`src/rtl/lut_serial_programmer.sv`:
```
// ---------------------------------------------------------------------------
// lut_serial_programmer
//
// Host-side transmitter for a serially loaded lookup table. One accepted
// command either shifts a complete table image into the LUT (MSB first,
// under scs_n) or pulses the LUT's rotate clock N times (under srot_n).
// Each serial clock phase lasts HALF clk cycles.
//
// Handshake: a command is accepted on a clk edge where start_valid and
// start_ready are both high. start_ready is high only in IDLE. Inputs
// table_in, cmd_rot and rot_count are sampled only at that edge. done
// pulses for one cycle when the command has fully completed.
//
// Ports:
//   clk, rst_n      system clock, asynchronous active-low reset
//   start_valid     command request
//   start_ready     high while idle
//   cmd_rot         0 = load table, 1 = rotate
//   table_in        table image, entry i at [(i+1)*OUT_WIDTH-1 -: OUT_WIDTH]
//   rot_count       number of entries to rotate
//   busy            command in progress
//   done            one-cycle completion pulse
//   sd, sclk        serial data / shift clock (LUT samples on sclk rise)
//   scs_n, srot_n   load select / rotate select, active-low
// ---------------------------------------------------------------------------
module lut_serial_programmer #(
    parameter int IN_WIDTH  = 4,
    parameter int OUT_WIDTH = 3,
    parameter int HALF      = 2,
    localparam int TABLE_BITS = (2 ** IN_WIDTH) * OUT_WIDTH
) (
    input  logic                  clk,
    input  logic                  rst_n,
    input  logic                  start_valid,
    output logic                  start_ready,
    input  logic                  cmd_rot,
    input  logic [TABLE_BITS-1:0] table_in,
    input  logic [IN_WIDTH-1:0]   rot_count,
    output logic                  busy,
    output logic                  done,
    output logic                  sd,
    output logic                  sclk,
    output logic                  scs_n,
    output logic                  srot_n
);

    localparam int PW = (HALF > 1) ? $clog2(HALF) : 1;
    localparam int RW = $clog2(TABLE_BITS + 1);

    typedef enum logic [1:0] {
        S_IDLE = 2'd0,
        S_LOW  = 2'd1,
        S_HIGH = 2'd2,
        S_TAIL = 2'd3
    } state_t;

    state_t                state_q, state_d;
    logic [PW-1:0]         phase_q, phase_d;
    logic [RW-1:0]         remaining_q, remaining_d;
    // Holds the bits still to be sent after the one currently on sd.
    logic [TABLE_BITS-1:0] shreg_q, shreg_d;
    logic                  sd_q, sd_d;
    logic                  sclk_q, sclk_d;
    logic                  scs_n_q, scs_n_d;
    logic                  srot_n_q, srot_n_d;
    logic                  busy_q, busy_d;
    logic                  done_q, done_d;
    // Set by a zero-length rotate so done pulses one edge after accept.
    logic                  zrot_q, zrot_d;

    always_comb begin
        state_d     = state_q;
        phase_d     = phase_q;
        remaining_d = remaining_q;
        shreg_d     = shreg_q;
        sd_d        = sd_q;
        sclk_d      = sclk_q;
        scs_n_d     = scs_n_q;
        srot_n_d    = srot_n_q;
        busy_d      = busy_q;
        done_d      = zrot_q;
        zrot_d      = 1'b0;

        case (state_q)
            S_IDLE: begin
                if (start_valid) begin
                    if (!cmd_rot) begin
                        shreg_d     = {table_in[TABLE_BITS-2:0], 1'b0};
                        sd_d        = table_in[TABLE_BITS-1];
                        remaining_d = RW'(TABLE_BITS);
                        scs_n_d     = 1'b0;
                        busy_d      = 1'b1;
                        phase_d     = PW'(HALF - 1);
                        state_d     = S_LOW;
                    end else if (rot_count != '0) begin
                        // Zero data keeps sd low for the whole rotate.
                        shreg_d     = '0;
                        sd_d        = 1'b0;
                        remaining_d = RW'(rot_count);
                        srot_n_d    = 1'b0;
                        busy_d      = 1'b1;
                        phase_d     = PW'(HALF - 1);
                        state_d     = S_LOW;
                    end else begin
                        zrot_d = 1'b1;
                    end
                end
            end
            S_LOW: begin
                if (phase_q == '0) begin
                    sclk_d  = 1'b1;
                    phase_d = PW'(HALF - 1);
                    state_d = S_HIGH;
                end else begin
                    phase_d = phase_q - 1'b1;
                end
            end
            S_HIGH: begin
                if (phase_q == '0) begin
                    sclk_d  = 1'b0;
                    phase_d = PW'(HALF - 1);
                    if (remaining_q > RW'(1)) begin
                        // sd only moves together with the sclk fall.
                        remaining_d = remaining_q - 1'b1;
                        sd_d        = shreg_q[TABLE_BITS-1];
                        shreg_d     = {shreg_q[TABLE_BITS-2:0], 1'b0};
                        state_d     = S_LOW;
                    end else begin
                        state_d = S_TAIL;
                    end
                end else begin
                    phase_d = phase_q - 1'b1;
                end
            end
            S_TAIL: begin
                if (phase_q == '0) begin
                    scs_n_d  = 1'b1;
                    srot_n_d = 1'b1;
                    sd_d     = 1'b0;
                    busy_d   = 1'b0;
                    done_d   = 1'b1;
                    state_d  = S_IDLE;
                end else begin
                    phase_d = phase_q - 1'b1;
                end
            end
            default: state_d = S_IDLE;
        endcase
    end

    always_ff @(posedge clk or negedge rst_n) begin
        if (!rst_n) begin
            state_q     <= S_IDLE;
            phase_q     <= '0;
            remaining_q <= '0;
            shreg_q     <= '0;
            sd_q        <= 1'b0;
            sclk_q      <= 1'b0;
            scs_n_q     <= 1'b1;
            srot_n_q    <= 1'b1;
            busy_q      <= 1'b0;
            done_q      <= 1'b0;
            zrot_q      <= 1'b0;
        end else begin
            state_q     <= state_d;
            phase_q     <= phase_d;
            remaining_q <= remaining_d;
            shreg_q     <= shreg_d;
            sd_q        <= sd_d;
            sclk_q      <= sclk_d;
            scs_n_q     <= scs_n_d;
            srot_n_q    <= srot_n_d;
            busy_q      <= busy_d;
            done_q      <= done_d;
            zrot_q      <= zrot_d;
        end
    end

    assign start_ready = (state_q == S_IDLE);
    assign busy        = busy_q;
    assign done        = done_q;
    assign sd          = sd_q;
    assign sclk        = sclk_q;
    assign scs_n       = scs_n_q;
    assign srot_n      = srot_n_q;

endmodule

```
`config.mk`:
```
export PLATFORM = sky130hd
export DESIGN_NAME = lut_serial_programmer
export DESIGN_NICKNAME = d
export VERILOG_FILES = /design/src/rtl/lut_serial_programmer.sv
export SDC_FILE = /design/constraint.sdc
export NUM_CORES = 1
export LEC_CHECK = 0
export ABC_AREA = 1
export ABC_CLOCK_PERIOD_IN_PS = 1870
export BUFFER_PORTS_ARGS = -buffer_cell sky130_fd_sc_hd__buf_4
export CELL_PAD_IN_SITES_DETAIL_PLACEMENT = 1
export CELL_PAD_IN_SITES_GLOBAL_PLACEMENT = 2
export CORE_MARGIN = 3
export CORE_UTILIZATION = 34
export DETAILED_ROUTE_END_ITERATION = 8
export GPL_TIMING_DRIVEN = 0
export PLACE_DENSITY_LB_ADDON = 0.12
export SYNTH_ARGS = -nofsm -noshare
export SYNTH_HDL_FRONTEND = slang
export SYNTH_SLANG_ARGS = --single-unit
```
`constraint.sdc`:
```
create_clock -name clk -period 1.87 [get_ports clk]
set_input_delay 0.374 -clock clk [delete_from_list [all_inputs] [get_ports clk]]
set_output_delay 0.374 -clock clk [all_outputs]
set_load 0.005 [all_outputs]
```
==> results_dict.tcl, run 1 <==
set metrics [dict create \
    drc 0 \
    cp.required_ns 2.09 \
    p_seq_share_pct 29.5 \
    vias 2816 \
    internal_power_w 0.00441 \
    critPathLaunchType "flip-flop" \
    ant_nets 0 \
    finClkSkew_ns 0.00949 \
    clkLatencyLatePin_ns 0.33 \
    avgSynthCellArea_um2 9.45 \
    grt_pass1_vias 2913 \
    hold_slack_ns 0.140 \
    leakage_nw 2.06 \
    relSlewSlack_pct 44.2 \
    yosysUniqueCellTypes 24 \
    crit_arrival_ns 1.97 \
    finalSetupViolCount 0 \
    cts.sinks 63 \
    final_cells 570 \
    rsz0062_at_grt "false" \
    grt_pass1_wl_mm 14.9 \
    powerDensity_nw_per_um2 1740 \
    path_clk_slew_ns 0.07 \
    tightest_slew_ns 0.837 \
    clkPwrFrac_pct 18.9 \
    finalNetCount 499 \
    cts_hold_buf 0 \
    cts_root_buf "clkbuf_8" \
    ir_drop_uv 879 \
    avgRoutedWirePerCell_um 15.4 \
    routed_wl_mm 8.80 \
    via_per_inst 4.94 \
    cts_buffer_depth 2 \
    ys_ff_latch 63 \
    antenna_found_initial 0 \
    die_y_um 106 \
    ys_seq_area_share_pct 46.3 \
    maxCapViolations 0 \
    dieArea_um2 11300 \
    post-route-min-period_ns 1.75 \
    ioPinCount 63 \
    syn_area_um2 3410 \
    post-place-cells 552 \
    htree_levels 3 \
    critical_path.max_fanout 10 \
    placementRows 35 \
    numCtsBuffers 9 \
    diodes 0 \
    hold_class "in -> async" \
    post-route-period-util_pct 93.7 \
    cts_tree "built" \
    power_w 0.00761 \
    syn-num-nets 424 \
    firstDrtPassIters 4 \
    final_common_cell "buf_4" \
    core_area_um2 9500 \
    slew_violations 0 \
    crit_type "reg -> reg" \
    syn2layout_area_growth_pct 28.2 \
    end_kind "flip-flop" \
    status "finished, final reports clean" \
    fp.dieW_um 106 \
    fin_setup_tns_ns 0 \
    final_cell_mix "buf_4, nand2_1, dfrtp_1" \
    drt_iter0_markers 62 \
    p_comb_share_pct 51.5 \
    finalHoldViolCount 0 \
    max_freq_mhz 570 \
    track_usage_pct 16.3 \
    floorplan.initialDensity_pct 35.9 \
    swShare_pct 42.1 \
    dp_hpwl_mm 6.22 \
    drive_above_1_share_pct 45.6 \
    postSynthCellCount 361 \
    portBuffers 62 \
    grt_overflow_total 0 \
    power.switching_w 0.00321 \
    grt_max_degree 64 \
    ys_warn_count 0 \
    gp_congestion 0.761 \
]
==> flip-flops by register name, indices dropped and copies added (netlist names) <==
name	count
phase_q	1
remaining_q	6
srot_n	1
busy	1
shreg_q	47
state_q	2
scs_n	1
sd	1
sclk	1
zrot_q	1
done	1
==> timing repair <==
item | in CTS | in global routing
gates resized for setup | 19 | 13
buffers inserted | 0 | 2
endpoints found under the setup margin | 53 | 53
==> layer usage <==
metal  share of wire (%)  GRT usage [%]  wire length (um)  up-vias
li1                    -              -                 -     1385
met1                  50           23.8              4380     1372
met2                  46           24.4              4010       54
met3                 3.7           2.61               328        5
met4                0.89           5.74                78        0
met5                   0              0                 0        -
==> final timing paths <==
| path | depth (start not counted) | start | slack (ns) | end |
|---|---|---|---|---|
| worst max register to register | 10 | state_q[1] | 0.12 | shreg_q[38] |
| worst max-delay path | 10 | state_q[1] | 0.12 | shreg_q[38] |
| worst min register to register | 1 | zrot_q | 0.45 | done |
| worst min-delay path | 1 | rst_n | 0.14 | remaining_q[3] |
| max in group asynchronous | 1 | rst_n | 1.13 | state_q[0] |
| min in group clk | 3 | start_valid | 0.28 | zrot_q |
==> Yosys cell counts <==
cell type  instances  area share [%]
buf_4              1            0.22
nand4_1            2            0.37
nand2_4            1            0.33
dfstp_2            2             1.5
nand2_1           60             6.6
inv_1             22             2.4
a22oi_1           47              10
dfrtp_1           61              45
ha_1               7             2.6
nand2_2           40             7.3
o21bai_1           1            0.22
o21ai_0           21             3.1
buf_12             5             2.9
o21ai_1            3            0.44
inv_2              2            0.22
nand3_2            1            0.29
a21oi_1            2            0.29
clkbuf_1           7            0.77
nor2_2             3            0.55
nor2_1            14             1.5
nand3_1            9             1.3
o21ai_2           40              10
buf_2              8             1.2
o31ai_1            2            0.44
==> through the flow <==
stage	setup WS [ns]	cell area, um2	util [%]
final	0.117	4370	46.0
after global routing	0.0111	4370	46.0
after CTS	0.00335	4320	45.4
after detailed placement	-0.174	4040	42.5
after global placement	-0.203	4040	42.5
after floorplan	0.167	3410	-
==> critical path: stages (launching register included) <==
cell and delay (ns):
dfrtp_2 0.42, inv_2 0.07, ha_4 0.18, nand2_1 0.14, o21ai_1 0.12, nor2_2 0.18
nand2_4 0.10, buf_12 0.16, buf_12 0.15, nand2_2 0.06, o21ai_2 0.05
==> kinds of logic (layout without fill, tap and decap cells) <==
group | after synthesis | count (layout) | share of synthesized area (%)
AND/OR/NAND/NOR | 130 | 130 | 18.3
AO/OA/AOI/OAI | 116 | 116 | 25.1
flip-flops | 63 | 63 | 46.3
buffers and inverters | 45 | 125 | 7.74
adder cells (fa/ha/maj) | 7 | 7 | 2.57
==> power groups by stage <==
stage                     registers [W]  logic, W  clock network (W)
after floorplan                 0.00218   0.00286                  0
after global placement          0.00224   0.00370                  0
after detailed placement        0.00226   0.00377                  0
after CTS                       0.00224   0.00391            0.00149
after global routing            0.00231   0.00443            0.00155
final                           0.00225   0.00392            0.00144
==> layout make-up <==
cell class              count  area, um2
fillers                  1117       5130
multi-input cells         253       1620
flip-flops and latches     63       1580
repair buffers             64        480
plain buffers              21        198
well taps                 129        161
clock buffers              10        128
clock inverters             6        109
inverters                  24       92.6
(Power assumes the default switching activity.)
==> run 2: changes to the inputs <==
- ABC_AREA: 1 -> not set
- CORE_UTILIZATION: 34 -> 37
==> run 2 against run 1 <==
The flow now finishes with violations (setup timing); count of clock-buffer cells in the layout grew 4; core utilization grew 5.8 points; critical path depth shrank 2; global-route usage grew 1.5 points; largest power group unchanged.
==> results_dict.tcl, run 2 <==
set metrics [dict create \
    reg_top3 "shreg_q (47), remaining_q (6), state_q (2)" \
    fill_cells 950 \
    r2r_start "state_q[0]" \
    final_cells 477 \
    ioPinCount 63 \
    leakage_nw 2.17 \
    drc 0 \
    hold_slack_ns 0.128 \
    portBuffers 62 \
    ant_nets 0 \
    post-place-cells 443 \
    startpoint "state_q[0]" \
    yosys.area.top_type "dfrtp_1" \
    end_kind "flip-flop" \
    avgRoutedWirePerCell_um 18.0 \
    synth-edff-count 0 \
    placementRows 34 \
    setup_ws_ns -0.251 \
    critPathLaunchType "flip-flop" \
    floorplan.initialDensity_pct 38.2 \
    ys_seq_area_share_pct 47.1 \
    cts_hold_buf 0 \
    maxCapViolations 0 \
    crit_type "reg -> reg" \
    cts_root_buf "clkbuf_8" \
    dp_hpwl_mm 5.59 \
    swShare_pct 33.7 \
    final_cell_mix "buf_4, dfrtp_1, a22o_1" \
    reg2reg_depth 8 \
    cts_buffer_depth 2 \
    post-route-min-period_ns 2.12 \
    rsz0062_at_grt "true" \
    synth_ff_type "dfrtp_1" \
    largest_register_ffs 47 \
    powerDensity_nw_per_um2 1830 \
    clkPwrFrac_pct 17.2 \
    yosysMostFrequentCell "dfrtp_1" \
    htree_levels 3 \
    fp.dieW_um 101 \
    avgSynthCellArea_um2 12.3 \
    violations "setup timing" \
    antenna_found_initial 0 \
    cts.sinks 63 \
    syn2layout_area_growth_pct 35.5 \
    netlist.area_leader.share_pct 45.5 \
    syn_area_um2 3350 \
    finClkSkew_ns 0.00880 \
    yosys-top-cells-area "dfrtp_1, mux2_4, a22o_1" \
    cp.required_ns 2.09 \
    firstDrtPassIters 4 \
    max_freq_mhz 471 \
    gp_congestion 0.759 \
    grt_overflow_total 0 \
    via_per_inst 5.40 \
    postSynthCellCount 273 \
    relSlewSlack_pct 45.1 \
    slew_violations 0 \
    power.switching_w 0.00280 \
    ys_warn_count 0 \
    ir_drop_uv 706 \
    fin_area_um2 4540 \
    numCtsBuffers 9 \
    grt_pass1_wl_mm 14.3 \
    drive_above_1_share_pct 45.8 \
    critical_path.max_fanout 8 \
    finalSetupViolCount 55 \
    ys_ff_latch 63 \
    final_common_cell "buf_4" \
    core_area_um2 8760 \
    dp_slack_ns -0.596 \
    worst_r2r_endpoint "shreg_q[18]" \
    crit_arrival_ns 2.34 \
    placed_area_um2 3990 \
    p_comb_share_pct 54.4 \
    fin_setup_tns_ns -11.29 \
    reg2reg_slack_ns -0.25 \
    tightest_slew_ns 0.823 \
    p_seq_share_pct 28.4 \
    vias 2576 \
    post-route-period-util_pct 113 \
    syn-num-nets 336 \
    clkLatencyLatePin_ns 0.34 \
    synth_common_cells "dfrtp_1, a22o_1, mux2_4, mux2_2, a21oi_1" \
    routed_wl_mm 8.61 \
    top_register "shreg_q" \
    status "finished, violations left" \
    grt_pass1_vias 2709 \
    finalNetCount 427 \
    internal_power_w 0.00550 \
    ys_async_sr_fraction_pct 100 \
    dieArea_um2 10200 \
    finalHoldViolCount 0 \
    path_clk_slew_ns 0.07 \
    diodes 0 \
    die_y_um 101 \
    grt_max_degree 64 \
    cts_tree "built" \
    hold_class "in -> async" \
    drt_iter0_markers 53 \
    yosysUniqueCellTypes 41 \
    track_usage_pct 17.8 \
]
## run 2: final cells by class
class | instances | area, um2 | area share, %
tap | 108 | 135 | 2.98
timing repair buffer | 82 | 701 | 15.4
sequential | 63 | 1580 | 34.8
multi-input combinational | 179 | 1690 | 37.2
clock buffer | 14 | 183 | 4.02
buffer | 17 | 150 | 3.31
inverter | 12 | 45.0 | 0.992
clock inverter | 2 | 60.1 | 1.32
## run 2: critical path: stages, from the launching register on
cell,delay [ns]
dfrtp_1,0.41
inv_2,0.10
ha_4,0.16
or4b_4,0.48
o22ai_4,0.20
nor2_4,0.06
buf_12,0.16
buf_12,0.14
mux2_4,0.29
## run 2: per-stage QoR
stage	util [%]	total power [W]
3_5_place_dp	45.5	0.00596
3_3_place_gp	45.5	0.00586
5_1_grt	51.8	0.00888
2_1_floorplan	-	0.00506
6_report	51.8	0.00830
4_1_cts	51.3	0.00825
## run 2: cells by family after synthesis
family	Yosys count	synth area share (%)
compound gates	91	21.1
fa+ha+maj	7	2.61
buf+inv	31	4.52
flops	63	47.1
mux	46	18.8
simple gates	35	5.90
## run 2: how the worst max path moves through the flow
stage	to	slack, ns	cells after the start
after detailed placement	shreg_q[18]	-0.60	9
after global placement	shreg_q[12]	-0.58	9
after floorplan	shreg_q[10]	-0.35	9
after CTS	shreg_q[18]	-0.27	8
after global routing	shreg_q[21]	-0.34	9
final	shreg_q[18]	-0.25	8
## run 2: metal layers
layer | global-route usage, % | wire length, um
met5 | 0 | 0
met4 | 4.40 | 83
met3 | 5.10 | 373
met2 | 28.3 | 4160
met1 | 24.0 | 3990
## run 2: power by group through the flow
| stage | clock (W) | sequential [W] | combinational [W] |
|---|---|---|---|
| floorplan | 0 | 0.00227 | 0.00279 |
| global placement | 0 | 0.00236 | 0.00351 |
| detailed placement | 0 | 0.00238 | 0.00359 |
| CTS | 0.00147 | 0.00235 | 0.00443 |
| global route | 0.00154 | 0.00243 | 0.00491 |
| finish | 0.00143 | 0.00236 | 0.00451 |
## run 2: timing repair
action	in CTS	in global routing
buffers inserted	13	2
cloned	4	1
pin swaps	2	3
gates resized for setup	26	7
setup endpoints to repair	59	59
==> run 3: changes to the inputs <==
- ABC_CLOCK_PERIOD_IN_PS: 1870 -> 2340
- clock period: 1.87 -> 2.34 ns (I/O delays scaled with it)
==> run 3 against run 2 <==
The run now ends clean; non-clock buffer count fell by 12; core utilization down 2.8 points; via count down 3.9%; global-route usage fell by 1.7 points; first-iteration DRC count up 57%; largest power group unchanged; highest routed layer unchanged.
==> results_dict.tcl, run 3 (synthesis results as in run 2) <==
set metrics [dict create \
    status "finished, final reports clean" \
    grt_overflow_total 0 \
    relSlewSlack_pct 45.0 \
    grtUsageMet2_pct 25.4 \
    tightest_slew_ns 0.825 \
    cp.required_ns 2.56 \
    top_register "shreg_q" \
    ioPinCount 63 \
    power_w 0.00603 \
    end_kind "flip-flop" \
    post-route-period-util_pct 95.6 \
    use_met3_pct 3.79 \
    routed_wl_mm 7.82 \
    cts_buffer_depth 2 \
    power.switching_w 0.00205 \
    crit_family "simple AND/OR/NAND/NOR gates" \
    fp.dieW_um 101 \
    grt_pass1_vias 2607 \
    critical_path.max_fanout 10 \
    cts_hold_buf 0 \
    leakage_nw 2.06 \
    busiest_layer "met2" \
    path_clk_slew_ns 0.08 \
    drive_above_1_share_pct 41.7 \
    diodes 0 \
    cts.sinks 63 \
    final_cell_mix "buf_4, dfrtp_1, a22o_1" \
    finalHoldViolCount 0 \
    htree_levels 3 \
    drt_iter0_markers 83 \
    antenna_found_initial 0 \
    clkPwrFrac_pct 21.2 \
    dieArea_um2 10200 \
    max_freq_mhz 447 \
    maxCapViolations 0 \
    firstDrtPassIters 4 \
    dp_slack_ns -0.191 \
    powerDensity_nw_per_um2 1400 \
    portBuffers 62 \
    vias 2476 \
    grt_use_met1_pct 21.9 \
    hold_class "in -> async" \
    finalSetupViolCount 0 \
    clkLatencyLatePin_ns 0.34 \
    p_seq_share_pct 31.1 \
    critPathLaunchType "flip-flop" \
    worst_path_most_repeated_cell "buf_6" \
    drc 0 \
    cts_tree "built" \
    floorplan.initialDensity_pct 38.2 \
    slowest_stage "or4b_4" \
    largest_register_ffs 47 \
    cp_num_buf_inv 4 \
    dp_hpwl_mm 5.36 \
    numCtsBuffers 9 \
    internal_power_w 0.00398 \
    post-route-min-period_ns 2.24 \
    syn2layout_area_growth_pct 28.1 \
    setup_ws_ns 0.103 \
    grt_pass1_wl_mm 12.9 \
    finClkSkew_ns 0.00638 \
    core_area_um2 8760 \
    placementRows 34 \
    p_comb_share_pct 47.7 \
    via_per_inst 5.32 \
    slew_violations 0 \
    crit_type "reg -> reg" \
    path_cells "inv_2 -> ha_1 -> buf_6 -> or4b_4 -> o22ai_4 -> nor2_2 -> buf_6 -> buf_6 -> mux2_4" \
    swShare_pct 34.0 \
    gp_congestion 0.762 \
    crit_arrival_ns 2.46 \
    ir_drop_uv 693 \
    cts_root_buf "clkbuf_8" \
    critPathMaxStageDelay_ns 0.48 \
    final_cells 465 \
    grt_max_degree 64 \
    reg_top3 "shreg_q (47), remaining_q (6), state_q (2)" \
    die_y_um 101 \
    final_common_cell "buf_4" \
    post-place-cells 443 \
    fill_cells 956 \
    track_usage_pct 16.1 \
    finalNetCount 415 \
    ant_nets 0 \
    avgRoutedWirePerCell_um 16.8 \
]
run 3: cell types whose count changed in the layout (fill, tap and decap cells not counted), sizes merged:
cell,delta
buf,-13
clkbuf,-4
clkinvlp,+1
bufinv,+2
clkinv,+2
run 3: final timing paths:
kind | slack, ns | to | cells after the start | start
max | 0.10 | shreg_q[12] | 9 | state_q[0]
min | 0.22 | done | 1 | rst_n
max reg2reg | 0.10 | shreg_q[12] | 9 | state_q[0]
min reg2reg | 0.44 | done | 1 | zrot_q
max in group asynchronous | 1.55 | state_q[1] | 1 | rst_n
min in group clk | 0.38 | shreg_q[1] | 3 | table_in[0]
run 3: power by group through the flow:
stage / registers [W] / logic [W] / clock network (W)
2_1_floorplan: 0.00181 / 0.00217 / 0
3_3_place_gp: 0.00188 / 0.00274 / 0
3_5_place_dp: 0.00189 / 0.00279 / 0
4_1_cts: 0.00187 / 0.00287 / 0.00132
5_1_grt: 0.00194 / 0.00316 / 0.00137
6_report: 0.00188 / 0.00288 / 0.00128
run 3: cell type report:
type                            instances  area [um2]  share of cell area (%)
Multi-Input combinational cell        179        1640                    38.2
Sequential cell                        63        1580                    36.8
Timing Repair Buffer                   68         510                    11.9
Clock inverter                          7         145                    3.38
Tap cell                              108         135                    3.15
Clock buffer                            9         124                    2.88
Buffer                                 19         113                    2.62
Inverter                               12        45.0                    1.05
run 3: repair_timing:
item / in CTS / in global routing
cloned: 0 / 0
pin swaps: 1 / 0
setup endpoints to repair: 54 / 47
setup buffers: 3 / 3
gates resized for setup: 3 / 7
run 3: metrics by stage:
stage               setup TNS, ns  utilization, %  hold slack (ns)  instance area [um2]
global route            -0.000224            49.0            0.286                 4290
detailed placement          -7.11            45.1            0.415                 3950
global placement            -7.05            45.1            0.415                 3950
CTS                             0            48.5            0.247                 4250
finish                          0            49.0            0.221                 4290
floorplan                       0               -            0.172                 3350
run 3: per-layer routing:
metal | wire (um) | share of wire [%] | up-vias
met3 | 375 | 4.8 | 10
li1 | - | - | 1180
met2 | 3620 | 46 | 47
met5 | 0 | 0 | -
met1 | 3730 | 48 | 1239
met4 | 104 | 1.3 | 0
